File: src/rtl/victim_select_pkg.sv
// Shared cache package: victim-select FSM encoding and default LFSR seed.
package victim_select_pkg;

   localparam int unsigned STATE_W = 2;

   localparam logic [STATE_W-1:0] ST_IDLE = 2'd0;
   localparam logic [STATE_W-1:0] ST_PICK = 2'd1;
   localparam logic [STATE_W-1:0] ST_RESP = 2'd2;

   localparam int unsigned DEFAULT_LFSR_BITS = 5;
   localparam logic [DEFAULT_LFSR_BITS-1:0] DEFAULT_SEED = 5'h1f;

endpackage : victim_select_pkg

File: src/rtl/victim_lfsr.sv
// Free-running Fibonacci LFSR used as the random victim source.
module victim_lfsr
   import victim_select_pkg::*;
#(
   parameter int unsigned            LFSR_BITS = DEFAULT_LFSR_BITS,
   parameter logic [LFSR_BITS-1:0]   SEED      = LFSR_BITS'(DEFAULT_SEED)
) (
   input  logic                 clk,
   input  logic                 rst_n,
   output logic [LFSR_BITS-1:0] data
);

   logic [LFSR_BITS-1:0] r_data;

   // Step once per clock: new MSB is d[MSB]^d[1], the rest shifts right.
   always_ff @(posedge clk or negedge rst_n) begin
      if (!rst_n) begin
         r_data <= SEED;
      end else begin
         r_data <= {r_data[LFSR_BITS-1] ^ r_data[1], r_data[LFSR_BITS-1:1]};
      end
   end

   assign data = r_data;

endmodule : victim_lfsr

File: src/rtl/victim_select.sv
// Cache victim-way selector: prefers invalid ways, else a random unlocked way.
module victim_select
   import victim_select_pkg::*;
#(
   parameter int unsigned            WAYS      = 4,
   parameter int unsigned            WAY_BITS  = 2,
   parameter int unsigned            LFSR_BITS = DEFAULT_LFSR_BITS,
   parameter logic [LFSR_BITS-1:0]   SEED      = LFSR_BITS'(DEFAULT_SEED)
) (
   input  logic                clk,
   input  logic                rst_n,
   input  logic                req_valid,
   output logic                req_ready,
   input  logic [WAYS-1:0]     valid_bits,
   input  logic [WAYS-1:0]     lock_bits,
   output logic                resp_valid,
   input  logic                resp_ready,
   output logic [WAY_BITS-1:0] resp_way,
   output logic                resp_invalid,
   output logic                resp_none
);

   localparam logic [WAY_BITS-1:0] LAST_TRY = WAY_BITS'(WAYS - 1);

   logic [STATE_W-1:0]   r_state;
   logic [WAYS-1:0]      r_valid;
   logic [WAYS-1:0]      r_lock;
   logic [WAY_BITS-1:0]  r_try_cnt;
   logic                 r_resp_valid;
   logic [WAY_BITS-1:0]  r_resp_way;
   logic                 r_resp_invalid;
   logic                 r_resp_none;

   logic [STATE_W-1:0]   w_state_nxt;
   logic [WAYS-1:0]      w_valid_nxt;
   logic [WAYS-1:0]      w_lock_nxt;
   logic [WAY_BITS-1:0]  w_try_nxt;
   logic                 w_resp_valid_nxt;
   logic [WAY_BITS-1:0]  w_resp_way_nxt;
   logic                 w_resp_invalid_nxt;
   logic                 w_resp_none_nxt;

   logic [LFSR_BITS-1:0] w_lfsr;
   logic [WAYS-1:0]      w_free;
   logic                 w_free_any;
   logic [WAY_BITS-1:0]  w_free_idx;
   logic [WAY_BITS-1:0]  w_unlocked_idx;
   logic                 w_all_locked;
   logic [WAY_BITS-1:0]  w_cand;
   logic                 w_cand_locked;

   victim_lfsr #(
      .LFSR_BITS (LFSR_BITS),
      .SEED      (SEED)
   ) u_lfsr (
      .clk   (clk),
      .rst_n (rst_n),
      .data  (w_lfsr)
   );

   // Only the low WAY_BITS of the LFSR pick a candidate.
   generate
      if (LFSR_BITS > WAY_BITS) begin : g_lfsr_hi
         logic w_unused_lfsr_hi;
         assign w_unused_lfsr_hi = ^w_lfsr[LFSR_BITS-1:WAY_BITS];
      end
   endgenerate

   assign w_free        = ~r_valid & ~r_lock;
   assign w_all_locked  = &r_lock;
   assign w_cand        = w_lfsr[WAY_BITS-1:0];
   assign w_cand_locked = r_lock[w_cand];

   // Lowest-index invalid+unlocked way and lowest-index unlocked way.
   always_comb begin
      w_free_any     = 1'b0;
      w_free_idx     = '0;
      w_unlocked_idx = '0;
      for (int i = WAYS - 1; i >= 0; i--) begin
         if (w_free[i]) begin
            w_free_any = 1'b1;
            w_free_idx = WAY_BITS'(i);
         end
         if (!r_lock[i]) begin
            w_unlocked_idx = WAY_BITS'(i);
         end
      end
   end

   // Next-state and next-output logic for the IDLE/PICK/RESP sequence.
   always_comb begin
      w_state_nxt        = r_state;
      w_valid_nxt        = r_valid;
      w_lock_nxt         = r_lock;
      w_try_nxt          = r_try_cnt;
      w_resp_valid_nxt   = r_resp_valid;
      w_resp_way_nxt     = r_resp_way;
      w_resp_invalid_nxt = r_resp_invalid;
      w_resp_none_nxt    = r_resp_none;

      case (r_state)
         ST_IDLE: begin
            if (req_valid) begin
               w_valid_nxt = valid_bits;
               w_lock_nxt  = lock_bits;
               w_try_nxt   = '0;
               w_state_nxt = ST_PICK;
            end
         end

         ST_PICK: begin
            if (w_free_any) begin
               w_resp_way_nxt     = w_free_idx;
               w_resp_invalid_nxt = 1'b1;
               w_resp_none_nxt    = 1'b0;
               w_resp_valid_nxt   = 1'b1;
               w_state_nxt        = ST_RESP;
            end else if (w_all_locked) begin
               w_resp_way_nxt     = '0;
               w_resp_invalid_nxt = 1'b0;
               w_resp_none_nxt    = 1'b1;
               w_resp_valid_nxt   = 1'b1;
               w_state_nxt        = ST_RESP;
            end else if (!w_cand_locked) begin
               w_resp_way_nxt     = w_cand;
               w_resp_invalid_nxt = 1'b0;
               w_resp_none_nxt    = 1'b0;
               w_resp_valid_nxt   = 1'b1;
               w_state_nxt        = ST_RESP;
            end else if (r_try_cnt == LAST_TRY) begin
               // Random tries exhausted: fall back to a deterministic pick.
               w_resp_way_nxt     = w_unlocked_idx;
               w_resp_invalid_nxt = 1'b0;
               w_resp_none_nxt    = 1'b0;
               w_resp_valid_nxt   = 1'b1;
               w_state_nxt        = ST_RESP;
            end else begin
               w_try_nxt = r_try_cnt + WAY_BITS'(1);
            end
         end

         ST_RESP: begin
            if (resp_ready) begin
               w_resp_valid_nxt = 1'b0;
               w_state_nxt      = ST_IDLE;
            end
         end

         default: begin
            w_resp_valid_nxt = 1'b0;
            w_state_nxt      = ST_IDLE;
         end
      endcase
   end

   // State and result registers; reset abandons any request in flight.
   always_ff @(posedge clk or negedge rst_n) begin
      if (!rst_n) begin
         r_state        <= ST_IDLE;
         r_valid        <= '0;
         r_lock         <= '0;
         r_try_cnt      <= '0;
         r_resp_valid   <= 1'b0;
         r_resp_way     <= '0;
         r_resp_invalid <= 1'b0;
         r_resp_none    <= 1'b0;
      end else begin
         r_state        <= w_state_nxt;
         r_valid        <= w_valid_nxt;
         r_lock         <= w_lock_nxt;
         r_try_cnt      <= w_try_nxt;
         r_resp_valid   <= w_resp_valid_nxt;
         r_resp_way     <= w_resp_way_nxt;
         r_resp_invalid <= w_resp_invalid_nxt;
         r_resp_none    <= w_resp_none_nxt;
      end
   end

   // Ready must be low in reset and high right after release, so it is
   // decoded from state and gated by rst_n rather than registered.
   assign req_ready    = rst_n & (r_state == ST_IDLE);
   assign resp_valid   = r_resp_valid;
   assign resp_way     = r_resp_way;
   assign resp_invalid = r_resp_invalid;
   assign resp_none    = r_resp_none;

endmodule : victim_select

File: config.mk
export PLATFORM = sky130hd
export DESIGN_NAME = victim_select
export DESIGN_NICKNAME = d
export VERILOG_FILES = /design/src/rtl/victim_select_pkg.sv /design/src/rtl/victim_lfsr.sv /design/src/rtl/victim_select.sv
export SDC_FILE = /design/constraint.sdc
export NUM_CORES = 1
export LEC_CHECK = 0
export ABC_AREA = 1
export CORE_UTILIZATION = 46
export CTS_CLUSTER_SIZE = 12
export DETAILED_ROUTE_END_ITERATION = 8
export PLACE_DENSITY = 0.73
export REMOVE_ABC_BUFFERS = 1
export SETUP_SLACK_MARGIN = 0.15
export SYNTH_ARGS = -nofsm -noshare
export SYNTH_HDL_FRONTEND = slang
export SYNTH_SLANG_ARGS = --single-unit
File: constraint.sdc
create_clock -name clk -period 1.35 [get_ports clk]
set_clock_uncertainty 0.2 [all_clocks]
set_input_delay 0.3375 -clock clk [delete_from_list [all_inputs] [get_ports clk]]
set_output_delay 0.3375 -clock clk [all_outputs]
set_load 0.03 [all_outputs]
==> flow_summary_export.csv, run 1 <==
group,metric,value,unit
run_status,outcome,"finished with violations",
run_status,violations,"setup timing",
clock_network,clock_sinks,22,
die,die_h,50.3,um
grt,grt.total_usage,21.0,%
critical_path,end_kind,"output pin",
clock_network,cts_root_buffer,"clkbuf_4",
synth,ys_warn_count,0,
grt,use_met3,4.24,%
sta,post-route-period-util,128,%
die,die_w,50.3,um
sta,finalHoldViolCount,0,
pwr,switching_share,42.7,%
die,coreArea,2210,um^2
sta,drv_slew,0,
synth,ys_seq_elements,22,
synth,netlist_area,1070,um^2
critical_path,required,0.81,ns
clock_network,cts_made_buffers,3,
finish,layout_commonest_cell,"buf_4",
finish,final_util,77.3,%
flow_run,drv_cap,0,
placed_design,gp_congestion,0.793,
finish,diodes,0,
worst_hold_path,hold_depth,0,
critical_path,r2r-end,"resp_way[1]$_DFFE_PN0P_",
die,row_count,17,
sta,min_period,1.73,ns
critical_path,cp.arrival,1.20,ns
grt,grt_max_degree,23,
worst_hold_path,hold_start,"u_lfsr.data[2]$_DFF_PN1_",
clock_network,cts_buffer_depth,2,
detailed_routing,wl_per_cell,12.9,um
clock_network,insertion_delay,0.31,ns
clock_network,htree_levels,1,
grt,antenna_found_initial,0,
pwr,pwr-share-comb,63.3,%
synth,syn_inst,113,
critical_path,cp-start-kind,"flip-flop",
detailed_routing,drc,0,
sta,setup_violations,23,
detailed_routing,drt_iter0_markers,6,
die,start_util,48.5,%
synth,synth_cell_types,27,
grt,grt_use_met1,22.7,%
pwr,cell_internal_pwr,2.18,mW
pwr,p_leak,0.824,nW
clock_network,clk_transition_reported_paths,0.13,ns
sta,worst_slack,-0.383,ns
sta,max_freq,0.577,GHz
die,dieArea,2530,um^2
placed_design,hpwl,1.60,mm
sta,fin_hold_ws,0.169,ns
pwr,power.density,2230,nW/um^2
detailed_routing,num_vias,959,
pwr,ir_drop,1.45,mV
worst_hold_path,holdPathEnd,"u_lfsr.data[1]$_DFF_PN1_",
synth,syn_avg_cell_area,9.49,um^2
synth,ys_seq_area_share,51.9,%
detailed_routing,drt.antenna.violating_nets,0,
clock_network,cts_tree,"yes",
grt,grt-busiest-layer,"met2",
pwr,netSwitchingPower,1.63,mW
critical_path,crit_fanout,2,
critical_path,worst-r2r-cell-count,10,
critical_path,r2r_slack,-0.22,ns
sta,slew_headroom,81.4,%
clock_network,cts_hold_buf,0,
finish,drive_gt1_share,53.6,%
grt,grt_pass1_vias,927,
detailed_routing,drt_first_pass_iters,4,
worst_hold_path,min_path_type,"reg2reg",
grt,grt_pass1_wl,3.86,mm
detailed_routing,vias_per_cell,4.94,
finish,fin_nets,180,
finish,layout_common_cells,"buf_4 (30), nand2_1 (20), dfrtp_1 (17), clkdlybuf4s50_1 (11)",
detailed_routing,wirelength,2.51,mm
grt,overflow,0,
finish,syn_to_final_growth,59.5,%
placed_design,io_buffers,17,
critical_path,r2r-start,"u_lfsr.data[0]$_DFF_PN1_",
pwr,pwr-share-seq,28.4,%
grt,use_met2,38.2,%
sta,rsz0062_at_grt,"true",
pwr,p_clk_share,8.3,%
die,io_pins,18,
critical_path,crit_type,"reg2out",
sta,worst_pin_slew,0.279,ns
[worst max path at each step]
stage,startpoint,cells past startpoint,to,slack [ns]
final,r_state[1]$_DFFE_PN0P_,4,req_ready,-0.38
after global routing,r_state[1]$_DFFE_PN0P_,4,req_ready,-0.41
after CTS,r_state[0]$_DFFE_PN0P_,4,req_ready,-0.35
after detailed placement,req_valid,3,r_valid[0]$_DFFE_PN0P_,-0.32
after global placement,req_valid,3,r_valid[3]$_DFFE_PN0P_,-0.30
after floorplan,r_state[0]$_DFFE_PN0P_,3,req_ready,-0.13
[cell families after synthesis]
family          synth area share (%)
compound gates                  6.30
xor+xnor                       0.817
fa+ha+maj                       1.17
buf+inv                         5.02
flops                           51.9
mux                             4.20
simple gates                    30.6
[worst max-delay path: stages, from the launching register on]
cell	delay, ns
dfrtp_1	0.41
nor2_2	0.13
inv_1	0.06
nor2_1	0.11
buf_4	0.17
[synth_stat cells, drive strengths merged]
master   n  area (um^2)
a21oi    5         25.0
buf      1         11.3
clkinv   1         5.00
dfrtp   17          425
dfstp    5          131
ha       1         12.5
inv     10         37.5
mux2     4         45.0
nand2   30          130
nand3    9         65.1
nand3b   2         27.5
nand4    1         6.26
nor2    18         87.6
nor3     1         5.00
o21ai    5         36.3
o22ai    1         6.26
or2      1         6.26
xor2     1         8.76
[per-stage QoR]
stage               std cells  setup slack (ns)  TNS (ns)  total power [mW]  cell area (um^2)
global route              194            -0.406     -3.84              4.08              1710
CTS                       189            -0.350     -2.41              3.51              1580
global placement          174            -0.303     -4.35              2.75              1380
detailed placement        174            -0.321     -4.70              2.81              1380
floorplan                 112            -0.129    -0.890              2.16              1060
finish                    194            -0.383     -2.70              3.81              1710
[registers in the layout, summed over array words and instances (netlist names)]
register and count:
u_lfsr.data 5, resp_way 2, r_valid 4, resp_invalid 1, resp_none 1, r_state 2, resp_valid 1, r_lock 4
r_try_cnt 2
[power by group through the flow]
stage / Clock (mW) / Sequential, mW / Combinational (mW)
floorplan: 0 / 1.18 / 0.981
global placement: 0 / 1.06 / 1.68
detailed placement: 0 / 1.08 / 1.73
CTS: 0.322 / 1.07 / 2.12
global route: 0.355 / 1.10 / 2.63
finish: 0.315 / 1.08 / 2.41
[cell type report]
class | count | area [um^2]
repair buffers | 50 | 445
well taps | 28 | 35.0
flip-flops and latches | 22 | 557
fillers | 143 | 502
clock buffers | 4 | 26.3
inverters | 11 | 45.0
multi-input cells | 79 | 602
[what timing repair did]
| action | CTS | global route |
|---|---|---|
| gates resized for setup | 25 | 23 |
| pin swaps | 17 | 11 |
| setup endpoints to repair | 23 | 24 |
| setup buffers | 11 | 5 |
[per-layer routing]
metal,routed length (um),part of all wire [%]
met2,1410,56
met4,55,2.2
met5,0,0
met1,950,38
met3,94,3.7
(Power assumes the default switching activity.)
==> run 2, diff against run 1 <==
--- a/config.mk
+++ b/config.mk
@@ -6,10 +6,10 @@
 export NUM_CORES = 1
 export LEC_CHECK = 0
 export ABC_AREA = 1
-export CORE_UTILIZATION = 46
+export CORE_UTILIZATION = 55
 export CTS_CLUSTER_SIZE = 12
 export DETAILED_ROUTE_END_ITERATION = 8
-export PLACE_DENSITY = 0.73
+export PLACE_DENSITY = 0.82
 export REMOVE_ABC_BUFFERS = 1
 export SETUP_SLACK_MARGIN = 0.15
 export SYNTH_ARGS = -nofsm -noshare
==> constraint.sdc (replaced) <==
create_clock -name clk -period 2.01 [get_ports clk]
set_clock_uncertainty 0.2 [all_clocks]
set_input_delay 0.201 -clock clk [delete_from_list [all_inputs] [get_ports clk]]
set_output_delay 0.201 -clock clk [all_outputs]
set_load 0.03 [all_outputs]
==> run 2 against run 1 <==
Against the previous run:
- the flow now finishes without violations
- critical path type unchanged
- sequential share of layout area is 10 points higher
- global-route usage is 1.7 points lower
- count of clock-buffer cells in the layout stayed put
- first-iteration DRC count is 83% higher
- highest routed layer unchanged
- sequential power is 34% lower
- combinational power is 59% lower
- register-to-register slack better by 0.68 ns
- hold slack worse by 0.11 ns
- non-clock buffer count is 31 lower
- die area is 16% lower
- critical path depth is 3 lower
- sequential cell count stayed put
==> flow_summary_export.csv, run 2 (synthesized netlist as in run 1, its figures left out) <==
group,metric,value,unit
detailed_routing,wl_per_cell,11.0,um
detailed_routing,drt_iter0_markers,11,
critical_path,required,1.61,ns
finish,nFillCells,142,
finish,layout_common_cells,"nand2_1 (25), dfrtp_1 (17), clkdlybuf4s50_1 (16), nor2_1 (14), inv_1 (8)",
placed_design,place_ws,0.354,ns
clock_network,clock_sinks,22,
sta,finalHoldViolCount,0,
finish,fin_nets,149,
finish,syn_to_final_growth,21.4,%
finish,multi_input_area,462,um^2
critical_path,cp.arrival,1.34,ns
placed_design,dpl_cell_area,1270,um^2
grt,grt.total_usage,19.3,%
run_status,outcome,"completed",
grt,overflow,0,
clock_network,cts_setup_buffers,0,
critical_path,r2r_slack,0.46,ns
detailed_routing,wirelength,1.77,mm
die,die_h,46.2,um
sta,drv_slew,0,
finish,largest_reg_flops,5,
placed_design,hpwl,1.41,mm
detailed_routing,drt.antenna.violating_nets,0,
sta,setup_violations,0,
pwr,ir_drop,0.879,mV
sta,finalSetupTns,0,ns
critical_path,slowest_stage,"clkdlybuf4s50_1",
flow_run,drv_cap,0,
grt,grt_max_degree,23,
grt,use_met2,32.1,%
die,die_w,46.2,um
finish,diodes,0,
grt,grt_pass1_wl,2.80,mm
critical_path,max_stage_delay,0.67,ns
detailed_routing,drt_first_pass_iters,4,
die,coreArea,1780,um^2
critical_path,cp_top_family,"buffers and inverters",
detailed_routing,num_vias,781,
critical_path,worst-r2r-cell-count,8,
clock_network,cts_made_buffers,3,
clock_network,cts_resized,0,
critical_path,critPathBufInv,1,
grt,use_met3,5.10,%
finish,regArea,557,um^2
pwr,power.density,1460,nW/um^2
sta,slew_headroom,70.6,%
worst_hold_path,min_path_type,"in2async",
finish,layout_commonest_cell,"nand2_1",
clock_network,htree_levels,1,
die,io_pins,18,
grt,grt_pass1_vias,706,
critical_path,r2r-start,"u_lfsr.data[0]$_DFF_PN1_",
detailed_routing,vias_per_cell,4.88,
critical_path,cp-start-kind,"flip-flop",
pwr,p_leak,0.626,nW
sta,max_freq,0.575,GHz
critical_path,r2r-end,"resp_none$_DFFE_PN0P_",
sta,post-route-period-util,86.5,%
clock_network,insertion_delay,0.30,ns
placed_design,io_buffers,17,
clock_network,cts_hold_buf,0,
grt,antenna_found_initial,0,
critical_path,crit_chain,"clkdlybuf4s50_1",
clock_network,cts_tree,"yes",
critical_path,end_kind,"output pin",
die,dieArea,2130,um^2
die,start_util,60.1,%
clock_network,cts_buffer_depth,2,
sta,rsz0062_at_grt,"false",
detailed_routing,drc,0,
clock_network,cts_root_buffer,"clkbuf_4",
finish,postLayoutCellArea,1300,um^2
die,row_count,15,
critical_path,crit_type,"reg2out",
finish,drive_gt1_share,24.4,%
sta,worst_slack,0.271,ns
clock_network,clk_transition_reported_paths,0.11,ns
placed_design,gp_congestion,0.799,
critical_path,crit_fanout,2,
grt,grt_use_met1,22.3,%
sta,min_period,1.74,ns
grt,grt-busiest-layer,"met2",
sta,fin_hold_ws,0.0634,ns
sta,worst_pin_slew,0.439,ns
run 2: cell types whose count changed in the layout (fill, tap and decap cells not counted), moves of 6 or more:
cell,previous run,this run
nor2_4,8,2
nor2_1,7,14
buf_4,30,3
buf_6,8,0
run 2: final cells by class:
type	instances	area share [%]
tap	25	2.40
clock buffer	4	2.02
sequential	22	42.8
inverter	11	3.27
timing repair buffer	19	14.0
multi-input combinational	79	35.5
run 2: worst max path at each step:
stage / to / depth (start not counted) / start
global route: resp_way[1] / 1 / resp_way[1]$_DFFE_PN0P_
detailed placement: r_valid[3]$_DFFE_PN0P_ / 3 / req_valid
finish: resp_way[1] / 1 / resp_way[1]$_DFFE_PN0P_
CTS: resp_way[1] / 1 / resp_way[1]$_DFFE_PN0P_
global placement: r_valid[0]$_DFFE_PN0P_ / 3 / req_valid
floorplan: resp_none$_DFFE_PN0P_ / 8 / u_lfsr.data[0]$_DFF_PN1_
run 2: where the power goes:
part           switching [mW]  leakage [nW]  total (mW)  internal [mW]
Clock                   0.121        0.0150       0.198         0.0774
Combinational           0.595         0.353       0.991          0.397
Sequential              0.115         0.258       0.716          0.600
Total                   0.830         0.626        1.91           1.07
run 2: metrics by stage:
step / util, % / total power [mW] / cells
final: 73.0 / 1.91 / 160
after global routing: 73.0 / 2.06 / 160
after CTS: 73.0 / 1.93 / 160
after detailed placement: 71.5 / 1.73 / 156
after global placement: 71.5 / 1.68 / 156
after floorplan: - / 1.45 / 112
run 2: per-layer routing:
layer / wire length, um / up-vias / share of wire [%]
li1: - / 404 / -
met3: 54 / 5 / 3.1
met5: 0 / - / 0
met2: 879 / 16 / 50
met1: 791 / 356 / 45
met4: 40 / 0 / 2.3
